$ cat config.mk
export PLATFORM = sky130hd
export DESIGN_NAME = midi_note_rx
export DESIGN_NICKNAME = d
export VERILOG_FILES = /design/src/rtl/midi_note_rx.sv
export SDC_FILE = /design/constraint.sdc
export NUM_CORES = 1
export LEC_CHECK = 0
export CAP_MARGIN = 5
export CORE_ASPECT_RATIO = 0.5
export CORE_UTILIZATION = 55
export DETAILED_ROUTE_END_ITERATION = 8
export PLACE_DENSITY = 0.79
export RECOVER_POWER = 25
export SYNTH_ARGS = -nofsm -noshare
export SYNTH_HDL_FRONTEND = slang
export SYNTH_SLANG_ARGS = --single-unit
$ cat constraint.sdc
create_clock -name clk -period 5.58 [get_ports clk]
set_input_delay 1.674 -clock clk [delete_from_list [all_inputs] [get_ports clk]]
set_output_delay 1.674 -clock clk [all_outputs]
set_load 0.1 [all_outputs]
$ cat src/rtl/midi_note_rx.sv
// midi_note_rx
// Receives serial MIDI on a single pin and decodes monophonic Note On/Off
// messages for the tone path. The decoded note drives the sine generator's
// frequency-modulation input, and the velocity drives the amplifier's
// amplitude input while a note is held.
//
// Ports:
//   clk        - system clock
//   rst        - asynchronous active-high reset
//   midi_in    - raw serial MIDI, idle high, asynchronous to clk
//   note       - current note number
//   velocity   - velocity of the current note
//   gate       - high while a note is held
//   note_valid - one-cycle pulse on every accepted Note On/Off event
//   freq_mod   - note scaled for the sine generator: {note, 3'b000}
//   amp        - gate ? {velocity, velocity[6:4]} : 0
//   frame_err  - one-cycle pulse when a stop bit samples low
module midi_note_rx #(
  parameter int CLKSPEED = 48_000_000,
  parameter int BAUD     = 31250,
  parameter int CHANNEL  = 0,
  parameter int OMNI     = 0
) (
  input  logic       clk,
  input  logic       rst,
  input  logic       midi_in,
  output logic [6:0] note,
  output logic [6:0] velocity,
  output logic       gate,
  output logic       note_valid,
  output logic [9:0] freq_mod,
  output logic [9:0] amp,
  output logic       frame_err
);

  localparam int DIV = CLKSPEED / BAUD;
  localparam int CW  = $clog2(DIV + 1);
  localparam logic [CW-1:0] HALF_M1 = CW'(DIV / 2 - 1);
  localparam logic [CW-1:0] FULL_M1 = CW'(DIV - 1);

  typedef enum logic [1:0] {RX_IDLE, RX_START, RX_DATA, RX_STOP} rxState_t;
  typedef enum logic [1:0] {P_IDLE, P_WAIT_D1, P_WAIT_D2} parseState_t;
  typedef enum logic [1:0] {RS_NONE, RS_ON, RS_OFF, RS_IGNORE} runStatus_t;

  logic          r_sync1;
  logic          r_sync2;
  rxState_t      r_rxState;
  logic [CW-1:0] r_cnt;
  logic [2:0]    r_bitIdx;
  logic [7:0]    r_shift;
  logic          r_stopWait;
  logic          r_byteValid;
  logic [7:0]    r_rxByte;

  parseState_t   r_pState;
  runStatus_t    r_runStatus;
  logic [6:0]    r_d1;

  logic          w_chanOk;

  // Two-flop synchronizer; resets to the idle-high line level so reset
  // release never looks like a start bit.
  always_ff @(posedge clk or posedge rst) begin
    if (rst) begin
      r_sync1 <= 1'b1;
      r_sync2 <= 1'b1;
    end else begin
      r_sync1 <= midi_in;
      r_sync2 <= r_sync1;
    end
  end

  // UART receiver. The start bit is re-checked at its midpoint, so every
  // later sample lands mid-bit. A low stop bit parks the receiver until the
  // line returns high, so a broken frame cannot masquerade as a new start.
  always_ff @(posedge clk or posedge rst) begin
    if (rst) begin
      r_rxState   <= RX_IDLE;
      r_cnt       <= '0;
      r_bitIdx    <= '0;
      r_shift     <= '0;
      r_stopWait  <= 1'b0;
      r_byteValid <= 1'b0;
      r_rxByte    <= '0;
      frame_err   <= 1'b0;
    end else begin
      r_byteValid <= 1'b0;
      frame_err   <= 1'b0;
      case (r_rxState)
        RX_IDLE: begin
          r_cnt      <= '0;
          r_bitIdx   <= '0;
          r_stopWait <= 1'b0;
          if (!r_sync2) r_rxState <= RX_START;
        end
        RX_START: begin
          if (r_cnt == HALF_M1) begin
            r_cnt     <= '0;
            r_rxState <= r_sync2 ? RX_IDLE : RX_DATA;
          end else begin
            r_cnt <= r_cnt + 1'b1;
          end
        end
        RX_DATA: begin
          if (r_cnt == FULL_M1) begin
            r_cnt   <= '0;
            r_shift <= {r_sync2, r_shift[7:1]};
            if (r_bitIdx == 3'd7) r_rxState <= RX_STOP;
            else r_bitIdx <= r_bitIdx + 1'b1;
          end else begin
            r_cnt <= r_cnt + 1'b1;
          end
        end
        RX_STOP: begin
          if (r_stopWait) begin
            if (r_sync2) r_rxState <= RX_IDLE;
          end else if (r_cnt == FULL_M1) begin
            r_cnt <= '0;
            if (r_sync2) begin
              r_byteValid <= 1'b1;
              r_rxByte    <= r_shift;
              r_rxState   <= RX_IDLE;
            end else begin
              frame_err  <= 1'b1;
              r_stopWait <= 1'b1;
            end
          end else begin
            r_cnt <= r_cnt + 1'b1;
          end
        end
        default: r_rxState <= RX_IDLE;
      endcase
    end
  end

  assign w_chanOk = (OMNI != 0) || (r_rxByte[3:0] == 4'(CHANNEL));

  // Message parser and event apply. Realtime bytes fall through untouched so
  // they can interleave with data bytes. Unaccepted channel messages still
  // advance through D1/D2 so their data pairs are swallowed cleanly.
  always_ff @(posedge clk or posedge rst) begin
    if (rst) begin
      r_pState    <= P_IDLE;
      r_runStatus <= RS_NONE;
      r_d1        <= '0;
      note        <= '0;
      velocity    <= '0;
      gate        <= 1'b0;
      note_valid  <= 1'b0;
      freq_mod    <= '0;
      amp         <= '0;
    end else begin
      note_valid <= 1'b0;
      if (r_byteValid) begin
        if (r_rxByte[7]) begin
          if (r_rxByte >= 8'hF8) begin
            r_pState <= r_pState;
          end else if (r_rxByte >= 8'hF0) begin
            r_runStatus <= RS_NONE;
            r_pState    <= P_IDLE;
          end else if (w_chanOk && r_rxByte[7:4] == 4'h9) begin
            r_runStatus <= RS_ON;
            r_pState    <= P_WAIT_D1;
          end else if (w_chanOk && r_rxByte[7:4] == 4'h8) begin
            r_runStatus <= RS_OFF;
            r_pState    <= P_WAIT_D1;
          end else begin
            r_runStatus <= RS_IGNORE;
            r_pState    <= P_WAIT_D1;
          end
        end else begin
          case (r_pState)
            P_WAIT_D1: begin
              r_d1     <= r_rxByte[6:0];
              r_pState <= P_WAIT_D2;
            end
            P_WAIT_D2: begin
              r_pState <= P_WAIT_D1;
              if (r_runStatus == RS_ON && r_rxByte[6:0] != 7'd0) begin
                note       <= r_d1;
                velocity   <= r_rxByte[6:0];
                gate       <= 1'b1;
                note_valid <= 1'b1;
                freq_mod   <= {r_d1, 3'b000};
                amp        <= {r_rxByte[6:0], r_rxByte[6:4]};
              end else if ((r_runStatus == RS_ON || r_runStatus == RS_OFF) &&
                           r_d1 == note && gate) begin
                gate       <= 1'b0;
                note_valid <= 1'b1;
                amp        <= '0;
              end
            end
            default: r_pState <= P_IDLE;
          endcase
        end
      end
    end
  end

endmodule
==> run metrics <==
GPL Wtd Cong=0.8761; Syn. warnings=0; Main synth FF type=dfrtp_1; Max stage delay cell, worst path=clkdlybuf4s50_1; outcome=complete, but fails checks; DRC=0; synthesized instance count=321; most common cell after layout, fill and taps aside=dfrtp_1; die height=57.90 microns; endpoints failing setup=0; TritonCTS clock tree=done; initial antenna violation count=0; RSZ-0062 raised after global routing=no; drt pass-1 iters=4; Final Total Pwr=0.001206 W; leading cell types in the layout, fill and taps excluded=dfrtp_1 (69), nand2_1 (53), clkdlybuf4s50_1 (35); maximum buffer depth of the clock tree=2; CTS resizes=0; n_diodes=0; detailed-route via count=2,458; I/O Buffers=36; Syn Area/Cell=10.71 sq um; Core ar.=5753 sq um; critical path type=reg -> out; Static Leak=1.954 nW; drt total wl=6.838 mm; Die ar.=6589 sq um; CP delay by family, top=buffers and inverters; Routed Antenna Nets=0; # hold bufs at CTS=0; Worst EP required=3.91 ns; Worst Tran Pin Value=1.565 ns; pwr/cell area=296.1 nW/um^2; Max stage delay on crit path=1.16 ns; synth unique cells=52; area delta synth->final=18.46%; DP HPWL=4.561 mm; CTS Sinks=71; Row Count=19; pin count of the biggest net entering global routing=51; synthesized cell area=3437 sq um; number of global-route vias before repair=2,393; failing checks=capacitance limit, slew limit; crit share post-route=63.98%; final setup TNS=0 ns; Post-CTS Setup Bufs=0; TritonCTS Buffers=9; worst hold path type=reg -> reg; Reg clk slew, reported paths=0.05 ns; endpoint class of the critical path=primary output; max cap viols=1; nets=360; drt initial violations=151; arrival time worst endpoint=1.90 ns; Slew Limit Fails=21; layout cell share with drive strength beyond 1=14.41%; startpoint types=flip-flop; wire length per cell=15.61 microns; EDFF count, synth=0; first-pass GRT wire length=11.45 mm; clk_lat worst skew=0.33 ns; Min Clock Period, post-route=3.570 ns; GRT Util Overall=23.10%; Worst Skew=0.006255 ns; worst-path fanout max=4; final hold vios=0; WP buf/inv=1; crit-path cells=clkdlybuf4s50_1; vias per inst=5.612; H-tree depth=3; Yosys reg bits=71; register area share after synthesis=51.77%; post-route non-filler standard cell count=438; Worst VDD drop=179.8 uV; grt ovf=0; Initial Util=59.74%; Chip Width=113.8 microns; asr flop ratio synth=100.0%; Ports=40; Rel. slew slack=-4.771%; fmax=280.1 MHz; clock root cell=clkbuf_16; Placed Cells=422
==> per-layer routing <==
metal  part of all wire [%]  vias up  global-route usage, %
met5                      0        -                      0
met4                   0.91        0                  7.792
met3                    5.1        6                  7.950
met2                     48       70                  38.50
met1                     46     1224                  28.77
li1                       -     1158                      -
==> logic make-up (layout without fill, tap and decap cells) <==
logic type | Yosys count | in the layout | synth area share, %
XOR/XNOR | 10 | 10 | 2.548
AO/OA/AOI/OAI | 44 | 44 | 9.683
other | 1 | 3 | 0.1091
adder cells (fa/ha/maj) | 8 | 8 | 2.912
multiplexers | 26 | 26 | 8.409
flip-flops | 71 | 71 | 51.77
buffers and inverters | 37 | 68 | 6.116
AND/OR/NAND/NOR | 124 | 124 | 18.46
==> where the power goes <==
group / internal [W] / leakage (nW) / switching (W) / total, W
registers: 0.000516 / 0.971 / 0.000000767 / 0.000517
logic: 0.00000170 / 0.814 / 0.0000187 / 0.0000204
clock network: 0.000451 / 0.169 / 0.000217 / 0.000668
==> layout make-up <==
type / instances / area, sq um
Sequential cell: 71 / 1779
Inverter: 14 / 52.55
Clock buffer: 10 / 239.0
Tap cell: 84 / 105.1
Fill cell: 412 / 1682
Clock inverter: 6 / 115.1
Timing Repair Buffer: 38 / 371.6
Multi-Input combinational cell: 215 / 1409
==> flip-flops by register name, indices dropped and copies added, names as in the netlist, 2 cells and up, named ones only <==
name,flops
r_cnt,11
r_rxByte,8
r_shift,8
amp,7
note,7
r_d1,7
velocity,7
r_bitIdx,3
r_pState,2
r_runStatus,2
==> final timing paths <==
kind                                    startpoint                       to  slack (ns)  depth (start not counted)
min reg2reg                      r_sync1$_DFF_PP1_        r_sync2$_DFF_PP1_        0.36                          0
min in group asynchronous                      rst     r_cnt[9]$_DFFE_PP0P_        1.91                          2
max                            note[2]$_DFFE_PP0P_                  note[2]        2.01                          1
max in group asynchronous                      rst  r_rxByte[5]$_DFFE_PP0P_        2.80                          3
min                              r_sync1$_DFF_PP1_        r_sync2$_DFF_PP1_        0.36                          0
max reg2reg                r_rxByte[0]$_DFFE_PP0P_         gate$_DFFE_PP0P_        2.84                          3
==> per-stage QoR <==
step	util, %	instance area, sq um	worst slack [ns]	hold WS (ns)
after floorplan	-	3445	2.113	0.3452
after global placement	65.49	3767	2.387	0.3465
after detailed placement	65.49	3767	2.351	0.3485
after CTS	71.64	4121	1.989	0.3598
after global routing	70.77	4071	1.954	0.3643
final	70.77	4071	2.010	0.3584
==> cell usage after synthesis (2+ instances only) <==
| master | number | area (sq um) |
|---|---|---|
| and3_1 | 8 | 50.05 |
| buf_2 | 3 | 15.01 |
| dfrtp_1 | 69 | 1727 |
| mux2_2 | 23 | 259.0 |
| inv_1 | 14 | 52.55 |
| nor2_1 | 14 | 52.55 |
| nand3_1 | 16 | 80.08 |
| nor4_1 | 2 | 12.51 |
| or2_2 | 3 | 18.77 |
| xnor2_1 | 7 | 61.31 |
| o21ai_1 | 5 | 25.02 |
| clkbuf_1 | 2 | 7.510 |
| buf_4 | 14 | 105.1 |
| nand2_1 | 53 | 198.9 |
| o22a_1 | 2 | 17.52 |
| xor2_1 | 3 | 26.28 |
| a41oi_1 | 2 | 17.52 |
| nand2b_1 | 3 | 18.77 |
| dfstp_2 | 2 | 52.55 |
| a22o_1 | 3 | 26.28 |
| o22ai_1 | 4 | 25.02 |
| mux2i_1 | 3 | 30.03 |
| a21o_1 | 2 | 15.01 |
| and2_1 | 3 | 18.77 |
| ha_1 | 8 | 100.1 |
| nor3_1 | 6 | 30.03 |
| nand4_1 | 6 | 37.54 |
| buf_1 | 2 | 7.510 |
| buf_6 | 2 | 22.52 |
| o21ai_0 | 15 | 75.07 |
(Power assumes the default switching activity.)
